`config.mk`:
```
export PLATFORM = sky130hd
export DESIGN_NAME = elevator_dispatch_scheduler
export DESIGN_NICKNAME = d
export VERILOG_FILES = /design/src/rtl/elevator_pkg.sv /design/src/rtl/elevator_dispatch_scheduler_floor_rr_picker.sv /design/src/rtl/elevator_dispatch_scheduler.sv
export SDC_FILE = /design/constraint.sdc
export NUM_CORES = 1
export LEC_CHECK = 0
export BUFFER_PORTS_ARGS = -buffer_cell sky130_fd_sc_hd__buf_2
export CORE_UTILIZATION = 39
export CTS_CLUSTER_SIZE = 20
export DETAILED_ROUTE_END_ITERATION = 8
export GPL_TIMING_DRIVEN = 0
export SYNTH_ARGS = -nofsm -noshare
export SYNTH_HDL_FRONTEND = slang
export SYNTH_SLANG_ARGS = --single-unit
```
`constraint.sdc`:
```
create_clock -name clk -period 5.35 [get_ports clk]
set_input_delay 0.535 -clock clk [delete_from_list [all_inputs] [get_ports clk]]
set_output_delay 0.535 -clock clk [all_outputs]
set_load 0.01 [all_outputs]
```
`src/rtl/elevator_pkg.sv`:
```
// Shared definitions for the elevator hall-call dispatcher.
//   FLOOR_W / NUM_FLOORS : floor number width and pending-mask size
//   floor_t, car_id_t    : floor number and car selector types
//   dispatch_state_t     : dispatcher FSM states
//   DROP_MAX             : saturation value of the rejected-call counter
package elevator_pkg;

  localparam int FLOOR_W    = 3;
  localparam int NUM_FLOORS = 8;
  localparam int DROP_MAX   = 255;

  typedef logic [FLOOR_W-1:0] floor_t;
  typedef logic               car_id_t;

  typedef enum logic [1:0] {
    IDLE,
    PICK,
    ISSUE
  } dispatch_state_t;

endpackage

```
`src/rtl/elevator_dispatch_scheduler_floor_rr_picker.sv`:
```
// Round-robin floor picker (combinational).
// Finds the first set bit of the pending mask, searching upward from
// rr_ptr_i+1 and wrapping from the top floor back to floor 1. Bit 0
// ("no floor") is never considered.
//   pend_i    in  NUM_FLOORS  pending-call mask
//   rr_ptr_i  in  FLOOR_W     last served floor (0 after reset)
//   found_o   out 1           a pending floor exists
//   floor_o   out FLOOR_W     selected floor (0 when nothing found)
module floor_rr_picker #(
  parameter int FLOOR_W    = 3,
  parameter int NUM_FLOORS = 8
) (
  input  logic [NUM_FLOORS-1:0] pend_i,
  input  logic [FLOOR_W-1:0]    rr_ptr_i,
  output logic                  found_o,
  output logic [FLOOR_W-1:0]    floor_o
);

  logic [FLOOR_W:0] cand;
  logic             hit;

  always_comb begin
    hit     = 1'b0;
    floor_o = '0;
    cand    = '0;
    for (int k = 1; k < NUM_FLOORS; k++) begin
      // Candidate floor rr_ptr+k folded into the range 1..NUM_FLOORS-1.
      cand = {1'b0, rr_ptr_i} + (FLOOR_W+1)'(k);
      if (cand > (FLOOR_W+1)'(NUM_FLOORS-1)) begin
        cand = cand - (FLOOR_W+1)'(NUM_FLOORS-1);
      end
      if (!hit && pend_i[cand[FLOOR_W-1:0]]) begin
        hit     = 1'b1;
        floor_o = cand[FLOOR_W-1:0];
      end
    end
    found_o = hit;
  end

endmodule

```
`src/rtl/elevator_dispatch_scheduler.sv`:
```
// Hall-call dispatcher for two elevator cars.
// Buffers hall calls as a per-floor mask, picks the next floor round-robin
// and offers it to the nearest eligible (idle, not overweight) car over a
// valid/ready handshake.
//   clk, rst                     clock, async active-high reset
//   call_valid/call_floor/call_ready   hall-call input (always accepted)
//   carN_floor/carN_idle/carN_over_weight   car status
//   dispatch_valid/car/floor/ready     assignment output handshake
//   pending                      registered pending-call mask
//   drop_count                   saturating count of floor-0 calls
module elevator_dispatch_scheduler #(
  parameter int FLOOR_W    = 3,
  parameter int NUM_FLOORS = 8
) (
  input  logic                  clk,
  input  logic                  rst,
  input  logic                  call_valid,
  input  logic [FLOOR_W-1:0]    call_floor,
  output logic                  call_ready,
  input  logic [FLOOR_W-1:0]    car0_floor,
  input  logic [FLOOR_W-1:0]    car1_floor,
  input  logic                  car0_idle,
  input  logic                  car1_idle,
  input  logic                  car0_over_weight,
  input  logic                  car1_over_weight,
  output logic                  dispatch_valid,
  output logic                  dispatch_car,
  output logic [FLOOR_W-1:0]    dispatch_floor,
  input  logic                  dispatch_ready,
  output logic [NUM_FLOORS-1:0] pending,
  output logic [7:0]            drop_count
);
  import elevator_pkg::*;

  dispatch_state_t       state_q;
  logic [NUM_FLOORS-1:0] pend_q, pend_d;
  logic [FLOOR_W-1:0]    rr_ptr_q;
  logic                  tie_tgl_q;
  logic                  dispatch_valid_q;
  car_id_t               dispatch_car_q;
  logic [FLOOR_W-1:0]    dispatch_floor_q;
  logic [7:0]            drop_q, drop_d;

  logic                  accept, handshake;
  logic                  pick_found;
  logic [FLOOR_W-1:0]    pick_floor;
  logic                  elig0, elig1;
  logic [FLOOR_W-1:0]    dist0, dist1;
  car_id_t               sel_car;
  logic                  is_tie;

  floor_rr_picker #(
    .FLOOR_W   (FLOOR_W),
    .NUM_FLOORS(NUM_FLOORS)
  ) u_picker (
    .pend_i  (pend_q),
    .rr_ptr_i(rr_ptr_q),
    .found_o (pick_found),
    .floor_o (pick_floor)
  );

  assign call_ready = !rst;
  assign accept     = call_valid && call_ready;
  assign handshake  = dispatch_valid_q && dispatch_ready;

  // Car selection: a lone eligible car wins outright; with both eligible
  // the nearer one wins and an exact tie goes to the alternating toggle.
  always_comb begin
    elig0   = car0_idle && !car0_over_weight;
    elig1   = car1_idle && !car1_over_weight;
    dist0   = (car0_floor > pick_floor) ? car0_floor - pick_floor : pick_floor - car0_floor;
    dist1   = (car1_floor > pick_floor) ? car1_floor - pick_floor : pick_floor - car1_floor;
    sel_car = 1'b0;
    is_tie  = 1'b0;
    if (elig0 && !elig1) begin
      sel_car = 1'b0;
    end else if (elig1 && !elig0) begin
      sel_car = 1'b1;
    end else if (dist0 < dist1) begin
      sel_car = 1'b0;
    end else if (dist1 < dist0) begin
      sel_car = 1'b1;
    end else begin
      is_tie  = 1'b1;
      sel_car = tie_tgl_q;
    end
  end

  // The clear on handshake comes after the set, so a call for the floor
  // being served in that same cycle is absorbed by the dispatch.
  always_comb begin
    pend_d = pend_q;
    drop_d = drop_q;
    if (accept) begin
      if (call_floor != '0) begin
        pend_d[call_floor] = 1'b1;
      end else if (drop_q != 8'(DROP_MAX)) begin
        drop_d = drop_q + 8'd1;
      end
    end
    if (handshake) begin
      pend_d[dispatch_floor_q] = 1'b0;
    end
    pend_d[0] = 1'b0;
  end

  always_ff @(posedge clk or posedge rst) begin
    if (rst) begin
      state_q          <= IDLE;
      pend_q           <= '0;
      rr_ptr_q         <= '0;
      tie_tgl_q        <= 1'b0;
      dispatch_valid_q <= 1'b0;
      dispatch_car_q   <= 1'b0;
      dispatch_floor_q <= '0;
      drop_q           <= '0;
    end else begin
      pend_q <= pend_d;
      drop_q <= drop_d;
      case (state_q)
        IDLE: begin
          if (pend_q != '0) state_q <= PICK;
        end
        PICK: begin
          if (!pick_found) begin
            state_q <= IDLE;
          end else if (elig0 || elig1) begin
            dispatch_car_q   <= sel_car;
            dispatch_floor_q <= pick_floor;
            dispatch_valid_q <= 1'b1;
            if (elig0 && elig1 && is_tie) tie_tgl_q <= !tie_tgl_q;
            state_q          <= ISSUE;
          end
        end
        ISSUE: begin
          // The offer is held regardless of the car's later status.
          if (dispatch_ready) begin
            dispatch_valid_q <= 1'b0;
            rr_ptr_q         <= dispatch_floor_q;
            state_q          <= IDLE;
          end
        end
        default: state_q <= IDLE;
      endcase
    end
  end

  assign dispatch_valid = dispatch_valid_q;
  assign dispatch_car   = dispatch_car_q;
  assign dispatch_floor = dispatch_floor_q;
  assign pending        = pend_q;
  assign drop_count     = drop_q;

endmodule

```
==> results.py <==
metrics = {
    "floorplanning": {
        "die_h_um": 93.4,
        "die-area_um2": 8730,
        "io_pins": 39,
        "die_w_um": 93.4,
        "num_rows": 32,
        "start_util": 0.413,
        "fp.coreArea_um2": 7890,
    },
    "global_routing": {
        "grt_max_degree": 29,
        "grt.total_usage": 0.209,
        "antenna_found_initial": 0,
        "overflow": 0,
        "grt_pass1_vias": 2836,
        "grt_pass1_wl_um": 14400,
    },
    "routing": {
        "wire_per_inst_um": 17.2,
        "drcViolationCount": 0,
        "dr.pass1.iters": 4,
        "wl_um": 8910,
        "drtIter0Drc": 134,
        "vias": 3024,
        "postRouteAntennaNets": 0,
        "viasPerCell": 5.85,
    },
    "timing": {
        "whs_ps": 475,
        "worstMarginPinSlew_ps": 1010,
        "finalMaxSlewViolations": 0,
        "fin_crit_sh": 0.959,
        "setup_tns_ps": 0,
        "fin_crit_ps": 5130,
        "max_slew_margin": 0.327,
        "report.final.setup_viol": 0,
        "max_freq_ghz": 0.195,
        "hold_viol_final": 0,
        "fin_skew_ps": 1.36,
    },
    "critical_path": {
        "arrival_ps": 5300,
        "critPathKind": "flip-flop to flip-flop",
        "crit_path_top_delay_cell": "mux4_2",
        "crit_chain": "buf_6 -> buf_6 -> clkinvlp_4 -> ha_4 -> buf_6 -> mux4_2 -> mux2i_2 -> o22a_2 -> nand3_2 -> or3_1 -> o211ai_4 -> inv_2 -> ha_1 -> a21o_1 -> a21oi_1 -> a31oi_2 -> mux2i_1 -> xor2_1 -> ha_1 -> and3_1 -> nand2_1 -> nand2_1 -> a32o_1",
        "crit_fanout": 10,
        "r2r_cells": 23,
        "r2r_setup_slack_ps": 220,
        "slowest_delay_ps": 520,
        "cp-end-kind": "flip-flop",
        "r2r_start": "rr_ptr_q[0]$_DFFE_PP0P_",
        "cp-start-kind": "flip-flop",
        "cpMostUsedCell": "buf_6",
        "r2r_end": "dispatch_car$_DFFE_PP0P_",
        "critical_path.top_delay_family": "compound AO/OA/AOI/OAI gates",
        "cp_num_buf_inv": 5,
        "crit_required_ps": 5510,
    },
    "synthesis": {
        "synthXorXnorAreaFrac": 0.0511,
        "synth_cell_types": 75,
        "synth_mux_area_frac": 0.145,
        "synth-edff-count": 0,
        "synth_cells": 365,
        "netlist.area_leader.share": 0.200,
        "async_flop_share": 1.00,
        "yosys.area_share.simple": 0.206,
        "synth-seq-area-share": 0.200,
        "ys_warn_count": 0,
        "synth.cells.most_frequent": "dfrtp_1 (26), ha_1 (26), a21oi_1 (23)",
        "syn_avg_cell_area_um2": 8.93,
        "synth.area.top_cells": "dfrtp_1 (20%), ha_1 (10%), mux2i_1 (5.2%), mux4_2 (4.1%), xnor2_1 (3.8%)",
        "yosys.area.top_type": "dfrtp_1",
        "syn_nets": 412,
        "yosys_register_bits": 26,
        "ys.flop_type": "dfrtp_1",
        "synth_compound_area_frac": 0.211,
        "netlist_area_um2": 3260,
        "synthAdderAreaFrac": 0.124,
        "synth_top_family_by_area": "compound AO/OA/AOI/OAI gates",
    },
    "outcome": {
        "status": "finished, final reports clean",
    },
    "min_path": {
        "worstHoldPathCells": 2,
        "hold_class": "primary input to flip-flop",
        "min_to": "state_q[1]$_DFFE_PP0P_",
        "hp-start": "dispatch_ready",
    },
    "place": {
        "place_hpwl_um": 6530,
        "numPortBuffers": 37,
        "gp_congestion": 0.866,
        "postPlaceCellArea_um2": 3570,
    },
    "clock_tree": {
        "clkLatencyLatePin_ps": 270,
        "cts_tree": "done",
        "postCtsHoldBufs": 0,
        "clk_pin_slew_ps": 80,
        "clock_sinks": 26,
        "numCtsBuffers": 3,
        "htree_levels": 1,
        "clk_path_buf_depth": 2,
        "ctsRootBufferMaster": "clkbuf_8",
    },
    "finish": {
        "fin_nets": 463,
        "stdcell_area_um2": 3910,
        "drive_gt1_frac": 0.296,
        "diodes": 0,
        "areaGrowthSynthToFinish_pct": 20.1,
    },
    "job": {
        "drv_cap": 0,
    },
}
## worst reg2reg max path: stages, from the launching register on
cell and delay (ps):
dfrtp_2 420, buf_6 170, buf_6 160, clkinvlp_4 160, ha_4 320, buf_6 160
mux4_2 520, mux2i_2 240, o22a_2 240, nand3_2 110, or3_1 430, o211ai_4 180
inv_2 130, ha_1 200, a21o_1 150, a21oi_1 190, a31oi_2 80, mux2i_1 210
xor2_1 180, ha_1 250, and3_1 180, nand2_1 70, nand2_1 50, a32o_1 250
## worst max-delay path by stage
stage | cells after the start | to | slack [ps] | from
floorplan | 24 | dispatch_car$_DFFE_PP0P_ | 430 | rr_ptr_q[0]$_DFFE_PP0P_
global placement | 24 | dispatch_car$_DFFE_PP0P_ | -370 | rr_ptr_q[0]$_DFFE_PP0P_
detailed placement | 24 | dispatch_car$_DFFE_PP0P_ | -440 | rr_ptr_q[0]$_DFFE_PP0P_
CTS | 23 | dispatch_car$_DFFE_PP0P_ | 4 | rr_ptr_q[0]$_DFFE_PP0P_
global route | 23 | dispatch_car$_DFFE_PP0P_ | -50 | rr_ptr_q[0]$_DFFE_PP0P_
finish | 23 | dispatch_car$_DFFE_PP0P_ | 220 | rr_ptr_q[0]$_DFFE_PP0P_
## sequential cells by signal (all words and copies together) (netlist names)
signal / flops
tie_tgl_q: 1
rr_ptr_q: 3
state_q: 2
drop_count: 8
dispatch_floor: 3
pending: 7
dispatch_valid: 1
dispatch_car: 1
## what timing repair did
item	CTS	global route
pin swaps	0	6
setup endpoints to repair	2	2
setup buffers	1	9
cloned	0	0
gates resized for setup	6	34
## routing by layer
metal / up-vias / routed length, um / global-route usage
met1: 1492 / 3960 / 0.276
met2: 72 / 4410 / 0.360
met4: 0 / 225 / 0.0577
li1: 1442 / - / -
met5: - / 0 / 0
met3: 18 / 324 / 0.0236
## logic make-up (layout without fill, tap and decap cells)
kind of cell	count (synthesis)	after routing
and+or+nand+nor	120	120
xor gates and xnor gates	19	19
other	1	1
muxes	35	35
adders and majority gates	30	30
AOI/OAI and AO/OA	92	92
buffers and inverters	42	92
DFF	26	26
## per-stage QoR
stage	worst slack (ps)	instances	util
floorplan	427	365	-
global placement	-374	504	0.453
detailed placement	-440	504	0.453
CTS	3.67	508	0.463
global route	-49.0	517	0.496
finish	218	517	0.496
## cell usage in the layout (no fill, tap or decap), drive strengths merged, types with 3 or more instances in the layout
cell and n:
a21o 4, a21oi 23, a31oi 7, and2 4
and3 5, and3b 4, buf 58, clkbuf 12
dfrtp 26, fa 4, ha 26, inv 21
mux2 10, mux2i 18, mux4 7, nand2 21
nand2b 10, nand3 10, nand3b 5, nand4 4
nor2 21, nor2b 16, nor3 3, nor3b 3
o211ai 3, o21ai 15, o22ai 3, o31ai 5
or3 5, xnor2 14, xor2 5
## final cells by class
class / instances / area [um2]
fill: 759 / 3970
multi-input combinational: 297 / 2600
sequential: 26 / 652
timing repair buffer: 47 / 260
buffer: 19 / 135
tap: 102 / 128
inverter: 22 / 86.3
clock buffer: 4 / 55.1
Power is left out: the tool's default activity adds up to more than one toggle a clock period on the data nets, which glitch-free logic cannot reach.
